$ cat config.mk
export PLATFORM = sky130hd
export DESIGN_NAME = clk_req_ctrl
export DESIGN_NICKNAME = d
export VERILOG_FILES = /design/src/rtl/clk_req_ctrl.sv
export SDC_FILE = /design/constraint.sdc
export NUM_CORES = 1
export LEC_CHECK = 0
export ABC_AREA = 1
export CAP_MARGIN = 20
export CORE_MARGIN = 1.5
export CORE_UTILIZATION = 55
export DETAILED_ROUTE_END_ITERATION = 8
export PLACE_DENSITY = 0.78
export SYNTH_ARGS = -nofsm -noshare
export SYNTH_HDL_FRONTEND = slang
export SYNTH_SLANG_ARGS = --single-unit
$ cat constraint.sdc
create_clock -name PCLK -period 2 [get_ports PCLK]
set_input_delay 0.2 -clock PCLK [delete_from_list [all_inputs] [get_ports PCLK]]
set_output_delay 0.2 -clock PCLK [all_outputs]
set_load 0.02 [all_outputs]
$ cat src/rtl/clk_req_ctrl.sv
// Demand-driven glitch-free gate for a divided clock with REQ/ACK handshakes.
// Optional macro CLKREQ_FORCE_EN adds a FORCE_ON input that keeps the clock running.
module clk_req_ctrl #(
    parameter int                N_REQ   = 4,
    parameter int                HOLD_W  = 12,
    parameter logic [HOLD_W-1:0] HOLDOFF = 12'd256
) (
    input  logic             PCLK,
    input  logic             RST,
    input  logic             CLK_DIV_IN,
    input  logic [N_REQ-1:0] REQ,
`ifdef CLKREQ_FORCE_EN
    input  logic             FORCE_ON,
`endif
    output logic [N_REQ-1:0] ACK,
    output logic             CLK_GATED,
    output logic             CLK_ACTIVE,
    output logic             BUSY
);

    typedef enum logic [2:0] {
        OFF,
        WAIT_ON,
        START,
        RUN,
        HOLD,
        WAIT_OFF
    } state_t;

    localparam logic [HOLD_W-1:0] ONE = {{(HOLD_W-1){1'b0}}, 1'b1};

    state_t            state_q, state_d;
    logic              gate_q, gate_d;
    logic [HOLD_W-1:0] cnt_q, cnt_d;
    logic              div_q;
    logic              gck_q;
    logic [N_REQ-1:0]  ack_q, ack_d;
    logic              rise;
    logic              any_req;

    assign rise = CLK_DIV_IN & ~div_q;

`ifdef CLKREQ_FORCE_EN
    assign any_req = (|REQ) | FORCE_ON;
`else
    assign any_req = |REQ;
`endif

    // gate_d only moves while the sampled divided clock is low
    always_comb begin
        state_d = state_q;
        gate_d  = gate_q;
        cnt_d   = cnt_q;
        unique case (state_q)
            OFF: begin
                if (any_req) state_d = WAIT_ON;
            end
            WAIT_ON: begin
                if (!any_req) begin
                    state_d = OFF;
                end else if (!CLK_DIV_IN) begin
                    gate_d  = 1'b1;
                    state_d = START;
                end
            end
            START: begin
                if (rise) state_d = RUN;
            end
            RUN: begin
                if (!any_req) begin
                    if (HOLDOFF == '0) begin
                        state_d = WAIT_OFF;
                    end else begin
                        cnt_d   = HOLDOFF - ONE;
                        state_d = HOLD;
                    end
                end
            end
            HOLD: begin
                if (any_req) begin
                    state_d = RUN;
                end else if (cnt_q == '0) begin
                    state_d = WAIT_OFF;
                end else begin
                    cnt_d = cnt_q - ONE;
                end
            end
            WAIT_OFF: begin
                if (any_req) begin
                    state_d = RUN;
                end else if (!CLK_DIV_IN) begin
                    gate_d  = 1'b0;
                    state_d = OFF;
                end
            end
            default: begin
                state_d = OFF;
                gate_d  = 1'b0;
            end
        endcase
    end

    assign ack_d = REQ & {N_REQ{state_d == RUN}};

    always_ff @(posedge PCLK or posedge RST) begin
        if (RST) begin
            state_q <= OFF;
            gate_q  <= 1'b0;
            cnt_q   <= '0;
            div_q   <= 1'b0;
            gck_q   <= 1'b0;
            ack_q   <= '0;
        end else begin
            state_q <= state_d;
            gate_q  <= gate_d;
            cnt_q   <= cnt_d;
            div_q   <= CLK_DIV_IN;
            gck_q   <= CLK_DIV_IN & gate_q;
            ack_q   <= ack_d;
        end
    end

    assign ACK        = ack_q;
    assign CLK_GATED  = gck_q;
    assign CLK_ACTIVE = gate_q;
    assign BUSY       = (state_q != OFF);

endmodule

==> metrics.txt, run 1 <==
outcome=completed; CTS HTree Levels=1; initial antenna violation count=0; cts repair resizes=0; Worst Max-Slew Pin Slew=0.353 ns; Slew headroom=76.2%; initial cell density of the core=59.3%; clock sinks=22; Crit Path Max Fanout=7; kind of critical path=flop to output port; # DRC=0; Mean Syn Cell Area=8.07 µm²; total grt overflow=0; r2r startpoint=cnt_q[0]; Final ANT Viol Nets=0; Hold Fails Final Rpt=0; HPWL after DPL=1850 µm; CTS tree=yes; period utilization=87.8%; via count=1057; Die Footprint=2710 µm²; Power Dens Cells=1210 nW/µm²; Detailed Route Iter0 Violations=23; Hold WC Path Type=input pin to asynchronous set/reset pin; Period minus WS final=1.76 ns; synth warn=0; standard-cell rows=17; Critical Path AT=1.56 ns; RSZ-0062 raised after global routing=no; I/O pin total=14; Port Buffers=13; vias in the first global route=1000; sequential share of the synthesized area=41.6%; setup bufs post-CTS=0; f_max=0.569 GHz; Clock transition at path regs=0.12 ns; Critical Path RT=1.80 ns; register bit total from synthesis=22; Leak=0.000748 µW; Peak VDD IR=0.000895 V; WL/cell=11.5 µm; fraction of layout cells with a size suffix above 1=17.9%; cts bufs inserted=3; Reg2Reg Capture Point=cnt_q[10]; clk_skew=0.00846 ns; Distinct cells, synth=29; GP Congestion=0.816; TNS Setup=0 ns; R2R cell count=8; Gate Count Post-Synth=164; TritonRoute pass-1 iters=5; first-pass GRT wire length=4280 µm; die span in x=52.1 µm; Core Box Area=2230 µm²; fin. max-slew vios=0; final WL=2380 µm; Skew-Pair Late Insertion Delay=0.31 ns; Total GRT Usage=21.6%; Max-Cap Viols=0; Layout area overhead=12.7%; flop2flop setup slack=0.37 ns; crit end category=output port; Root Driver=clkbuf_4; Final setup viols=0; Ant. Diodes=0; Via density=5.11; Power Total=1800 µW; Mapped Nets=172; Die Y-Extent=52.1 µm; element type at the critical path start=flop; maximum number of pins on one net before global-route repair=23; worst-case clock buffer depth=2; layout net count=189; Synth Cell Area=1320 µm²; hold buffers post-CTS=0
[layout by cell type (no fill, tap or decap), drive strengths merged, types with 3 or more instances in the layout]
cell type	netlist	final
clkbuf	0	3
clkdlybuf4s50	0	13
dfrtp	22	22
inv	25	25
nand2	40	40
nand3	18	18
nor2	26	26
nor3	3	3
o21ai	14	14
xor2	3	3
[worst max-delay path by stage]
stage | cells past startpoint | slack, ns | end | startpoint
global route | 3 | 0.17 | BUSY | state_q[2]
global placement | 7 | 0.32 | cnt_q[6] | REQ[1]
detailed placement | 7 | 0.27 | cnt_q[10] | REQ[1]
finish | 3 | 0.24 | BUSY | state_q[2]
CTS | 3 | 0.22 | BUSY | state_q[2]
floorplan | 10 | 0.54 | cnt_q[7] | cnt_q[0]
[Yosys cell counts]
| library cell | count | area (µm²) |
|---|---|---|
| nand2_1 | 36 | 135 |
| nor2_1 | 23 | 86.3 |
| dfrtp_1 | 22 | 551 |
| inv_1 | 20 | 75.1 |
| nand3_1 | 16 | 80.1 |
| o21ai_2 | 11 | 96.3 |
| inv_2 | 3 | 11.3 |
| nor3_1 | 3 | 15.0 |
| o21ai_0 | 3 | 15.0 |
| xor2_1 | 3 | 26.3 |
| nand2_2 | 2 | 12.5 |
| nand2_4 | 2 | 22.5 |
| nor2_2 | 2 | 12.5 |
| or2_2 | 2 | 12.5 |
| xnor2_1 | 2 | 17.5 |
| a21boi_0 | 1 | 7.51 |
| a21oi_1 | 1 | 5.00 |
| a31oi_1 | 1 | 6.26 |
| buf_12 | 1 | 20.0 |
| buf_4 | 1 | 7.51 |
| ha_1 | 1 | 12.5 |
| inv_12 | 1 | 16.3 |
| inv_6 | 1 | 8.76 |
| nand3_2 | 1 | 10.0 |
| nand3_4 | 1 | 17.5 |
| nand4_1 | 1 | 6.26 |
| nor2_8 | 1 | 20.0 |
| o21bai_2 | 1 | 11.3 |
| o22ai_1 | 1 | 6.26 |
[cell families (layout without fill, tap and decap cells)]
| family | Yosys count | count (layout) | synth area share (%) |
|---|---|---|---|
| AO/OA/AOI/OAI | 19 | 19 | 11.2 |
| buffers and inverters | 27 | 42 | 10.5 |
| AND/OR/NAND/NOR | 90 | 90 | 32.5 |
| adder cells (fa/ha/maj) | 1 | 1 | 0.945 |
| XOR/XNOR | 5 | 5 | 3.31 |
| flip-flops | 22 | 22 | 41.6 |
[worst max-delay path: stages, from the launching register on]
cell	delay, ns
dfrtp_1	0.43
inv_2	0.17
nand3_1	0.10
clkdlybuf4s50_1	0.54
[sequential cells by signal, summed over array words and instances (netlist names)]
name,count
CLK_GATED,1
state_q,3
CLK_ACTIVE,1
div_q,1
ACK,4
cnt_q,12
[report_power, final]
group | internal (µW) | switching, µW
clock | 70.5 | 131
combinational | 366 | 521
sequential | 593 | 121
[cell type report]
cell class                      count  area (µm²)
Clock buffer                        3        22.5
Multi-Input combinational cell    115         634
Fill cell                         188         742
Sequential cell                    22         551
Timing Repair Buffer               14         138
Tap cell                           28        35.0
Inverter                           25         111
[stage by stage]
stage,utilization (%),cell area (µm²),setup slack [ns],std cells,hold WS [ns]
2_1_floorplan,-,1320,0.543,164,0.189
3_3_place_gp,65.8,1470,0.319,204,0.466
3_5_place_dp,65.8,1470,0.267,204,0.472
4_1_cts,66.8,1490,0.225,207,0.209
5_1_grt,66.8,1490,0.166,207,0.241
6_report,66.8,1490,0.244,207,0.213
[routing by layer]
layer  global-route usage (%)  vias to the layer above  wire [µm]
li1                         -                      554          -
met1                     27.1                      474       1040
met2                     35.2                       25       1180
met3                     4.60                        4        100
met4                     10.5                        0         56
met5                        0                        -          0
Power figures use the tool's default switching activity.
==> run 2, diff against run 1 <==
==> constraint.sdc (replaced) <==
create_clock -name PCLK -period 2 [get_ports PCLK]
set_input_delay 0.3 -clock PCLK [delete_from_list [all_inputs] [get_ports PCLK]]
set_output_delay 0.3 -clock PCLK [all_outputs]
set_load 0.02 [all_outputs]
==> metrics.txt, run 2 (synthesis gave the netlist of run 1 again) <==
outcome=completed; Root Driver=clkbuf_4; WL/cell=11.4 µm; element type at the critical path start=flop; die span in x=52.1 µm; Via density=5.16; # DRC=0; Die Footprint=2710 µm²; Period minus WS final=1.89 ns; standard-cell rows=17; Area after DPL=1470 µm²; TNS Setup=0 ns; period utilization=94.3%; Crit Path Max Fanout=7; kind of critical path=flop to output port; Core Box Area=2230 µm²; leading cell type in the layout, fill and taps excluded=nand2_1; Max-Cap Viols=0; Hold WS=0.305 ns; Final ANT Viol Nets=0; layout net count=189; max reg flops=12; Hold Fails Final Rpt=0; Leak=0.000762 µW; Critical Path RT=1.70 ns; Skew-Pair Late Insertion Delay=0.31 ns; Slew headroom=76.6%; Final setup viols=0; fraction of layout cells with a size suffix above 1=18.3%; I/O pin total=14; Layout area overhead=14.9%; f_max=0.530 GHz; initial cell density of the core=59.3%; via count=1073; Power Dens Cells=1280 nW/µm²; cts repair resizes=0; Worst Max-Slew Pin Slew=0.351 ns; maximum number of pins on one net before global-route repair=23; Top reg by flops=cnt_q; CTS HTree Levels=1; r2r startpoint=cnt_q[0]; Port Buffers=13; HPWL after DPL=1800 µm; vias in the first global route=1055; Final Core Density=68.1%; crit end category=output port; Detailed Route Iter0 Violations=11; setup bufs post-CTS=0; TritonRoute pass-1 iters=4; Finished Cell Area=1520 µm²; first-pass GRT wire length=4280 µm; Total GRT Usage=21.2%; Clock transition at path regs=0.13 ns; clk_skew=0.00898 ns; flop2flop setup slack=0.30 ns; R2R cell count=8; Peak VDD IR=0.000970 V; GP Congestion=0.780; Critical Path AT=1.59 ns; clock sinks=22; cts bufs inserted=3; Hold WC Path Type=input pin to asynchronous set/reset pin; fin. max-slew vios=0; hold buffers post-CTS=0; worst-case clock buffer depth=2; most frequent cells in the layout=36 x nand2_1, 23 x nor2_1, 22 x dfrtp_1, 20 x inv_1, 16 x nand3_1; filler cell count=189; initial antenna violation count=0; CTS tree=yes; Ant. Diodes=0; total grt overflow=0; Reg2Reg Capture Point=cnt_q[6]; RSZ-0062 raised after global routing=no; final WL=2380 µm; Die Y-Extent=52.1 µm
-- run 2: changes by cell type in the layout (fill, tap and decap cells not counted), sizes merged --
cell    previous run  this run
bufinv             0         1
-- run 2: critical path: stages (launching register included) --
cell and delay [ns]:
dfrtp_1 0.45, inv_2 0.18, nand3_1 0.11, clkdlybuf4s50_1 0.55
-- run 2: worst max-delay path by stage --
| stage | from | to | slack [ns] | depth (start not counted) |
|---|---|---|---|---|
| detailed placement | REQ[0] | cnt_q[10] | 0.17 | 7 |
| global placement | REQ[1] | cnt_q[6] | 0.26 | 7 |
| finish | state_q[2] | BUSY | 0.11 | 3 |
| CTS | state_q[2] | BUSY | 0.1 | 3 |
| floorplan | cnt_q[0] | cnt_q[7] | 0.54 | 10 |
| global route | state_q[2] | BUSY | 0.04 | 3 |
-- run 2: power breakdown --
| part | switching, µW | internal (µW) | leakage, µW |
|---|---|---|---|
| clock | 142 | 203 | 0.0000279 |
| combinational | 530 | 367 | 0.000459 |
| sequential | 119 | 593 | 0.000275 |
-- run 2: per-layer routing --
metal	vias up	global-route usage, %	part of all wire [%]
met4	0	7.89	0.59
met5	-	0	0
li1	559	-	-
met2	16	37.6	50
met3	2	4.02	3.2
met1	496	25.1	46
-- run 2: layout make-up --
cell class / count / area, µm² / area share, %
sequential: 22 / 551 / 36.2
clock buffer: 3 / 22.5 / 1.48
tap: 28 / 35.0 / 2.30
inverter: 25 / 111 / 7.32
clock inverter: 1 / 30.0 / 1.97
multi-input combinational: 115 / 634 / 41.7
timing repair buffer: 14 / 138 / 9.05
-- run 2: stage by stage --
| stage | worst slack (ns) | power, µW | instances |
|---|---|---|---|
| after floorplan | 0.543 | 1370 | 164 |
| after global placement | 0.256 | 1590 | 204 |
| after detailed placement | 0.168 | 1620 | 204 |
| after CTS | 0.0986 | 1970 | 208 |
| after global routing | 0.0386 | 2100 | 208 |
| final | 0.113 | 1950 | 208 |
==> RTL edit: new RTL, flow settings as in run 1 <==
Make the reset (`RST`) synchronous in one clocked block.
--- a/src/rtl/clk_req_ctrl.sv
+++ b/src/rtl/clk_req_ctrl.sv
@@ -102,7 +102,7 @@
 
     assign ack_d = REQ & {N_REQ{state_d == RUN}};
 
-    always_ff @(posedge PCLK or posedge RST) begin
+    always_ff @(posedge PCLK) begin
         if (RST) begin
             state_q <= OFF;
             gate_q  <= 1'b0;
Formal check against the unedited RTL: differs if RST is asserted again (counterexample within 4 cycles, from zero or initial values and one cycle with RST high); with RST held inactive, the same outputs for 10 cycles.
==> RTL edit against run 1 <==
Sequential cell count is the same. Maximum frequency down 0.62%. Synthesized cell count grew 23%. Die area is 2.0% lower. Worst setup slack got worse by 11 ps. Sequential share of layout area fell by 7.5 points. Routed wire length is 16% higher. Area after synthesis down 2.2%. Cell area increased by 0.34%. Worst hold slack improved by 230 ps. Critical path type unchanged. Largest cell class unchanged. Highest routed layer unchanged.
Power is not compared: it rests on default switching activity, and its combinational part moved more than twofold at a synthesized area within 25%.
==> RTL edit: results (changes against run 1) <==
| Metric | Value |
|---|---|
| Placement Cell Area | 0.00144 mm2 (-1.7%) |
| Synth area leaders | dfxtp_1, nand2_1, nor2_1 |
| Post-synth cell types | 25 (-14%) |
| Post-synthesis xor/xnor area fraction | 0.676% (-2.6 points) |
| Min-delay worst type | input pin to flop |
| WL per Instance | 11.2 um (-2.4%) |
| Asr flop ratio synth | 0% (-100 points) |
| Placed cell count | 241 (+18%) |
| Global Route Usage Sum | 23.6% (+2.0 points) |
| Layout cell share with drive strength beyond 1 | 13.4% (-4.5 points) |
| R2R depth | 9 (+1) |
| Adder-Cell Fraction of Synth Area | 0.966% (+0.021 points) |
| Status | finished, final reports clean |
| Mapped Avg Cell Area | 6.41 um2 (-21%) |
| Crit path max fanout | 6 (-1) |
| Via count | 1286 (+22%) |
| Vias in the first global route | 1151 (+15%) |
| HPWL reported at the end of detailed placement | 2100 um (+14%) |
| Critical path origin | state_q[2] |
| Worst R2R End | cnt_q[0] |
| Fillers | 206 (+9.6%) |
| Largest net degree at the start of global routing | 15 (-35%) |
| Drt initial violations | 43 (+87%) |
| Routability congestion estimate | 0.937 (+15%) |
| Synthesized net count | 210 (+22%) |
| Met2 WL | 1370 um (+16%) |
| First-pass GRT wire length | 4720 um (+10%) |
| Most common library cells after synthesis | nand2_1, nor2_1, dfxtp_1, inv_1, nand3_1 |
| Fin nets | 226 (+20%) |
| Post-synthesis compound-gate area fraction | 11.3% (+0.15 points) |
| Sequential area share after synthesis | 34.0% (-7.6 points) |
| Via/cell ratio | 5.25 (+2.8%) |
| Met1 WL | 1250 um (+19%) |
| R2R Setup Slk | 310 ps (-60 ps) |
| Most used DFF post-synth | dfxtp_1 |
| Layout Skew | 0.625 ps (-7.83 ps) |
| Critical R2R Launch | cnt_q[0] |
## RTL edit: changes by cell type after synthesis, moves of 3 or more
| cell | run 1 | this run |
|---|---|---|
| a21oi_1 | 1 | 4 |
| dfxtp_1 | 0 | 22 |
| dfrtp_1 | 22 | 0 |
| nand3b_1 | 0 | 3 |
| xor2_1 | 3 | 0 |
| o21ai_0 | 3 | 9 |
| nand2_1 | 36 | 53 |
| nor2_1 | 23 | 42 |
| o21ai_2 | 11 | 1 |
| a21oi_2 | 0 | 6 |
| nand2_2 | 2 | 6 |
## RTL edit: logic make-up after synthesis
family,Yosys count
XOR/XNOR,1
AO/OA/AOI/OAI,21
adder cells (fa/ha/maj),1
AND/OR/NAND/NOR,128
flip-flops,22
buffers and inverters,29
## RTL edit: power by group
group | switching [W] | internal, W
logic | 0.0000698 | 0.0000516
clock network | 0.000137 | 0.000203
registers | 0.00000924 | 0.000451
## RTL edit: cell type report
cell class                 instances  share of cell area (%)
clock buffer                       3                    1.51
inverter                          26                    6.52
timing repair buffer              14                    9.20
sequential                        22                    29.4
tap                               28                    2.34
multi-input combinational        151                    49.0
clock inverter                     1                    2.01
## RTL edit: routing by layer
| layer | GRT usage (%) | vias up |
|---|---|---|
| li1 | - | 661 |
| met1 | 26.9 | 589 |
| met2 | 42.7 | 28 |
| met3 | 3.74 | 8 |
| met4 | 11.4 | 0 |
| met5 | 0 | - |
## RTL edit: critical path, stage by stage, from the launching register on
cell             delay (ps)
dfxtp_1                 470
inv_2                   110
nand2_1                  80
clkdlybuf4s50_1         590
## RTL edit: stage by stage
stage	worst slack, ps	util (%)	hold WS, ps
6_report	233	67.6	445
2_1_floorplan	554	-	262
3_5_place_dp	281	65.3	449
4_1_cts	225	67.6	428
5_1_grt	136	67.6	449
3_3_place_gp	318	65.3	442
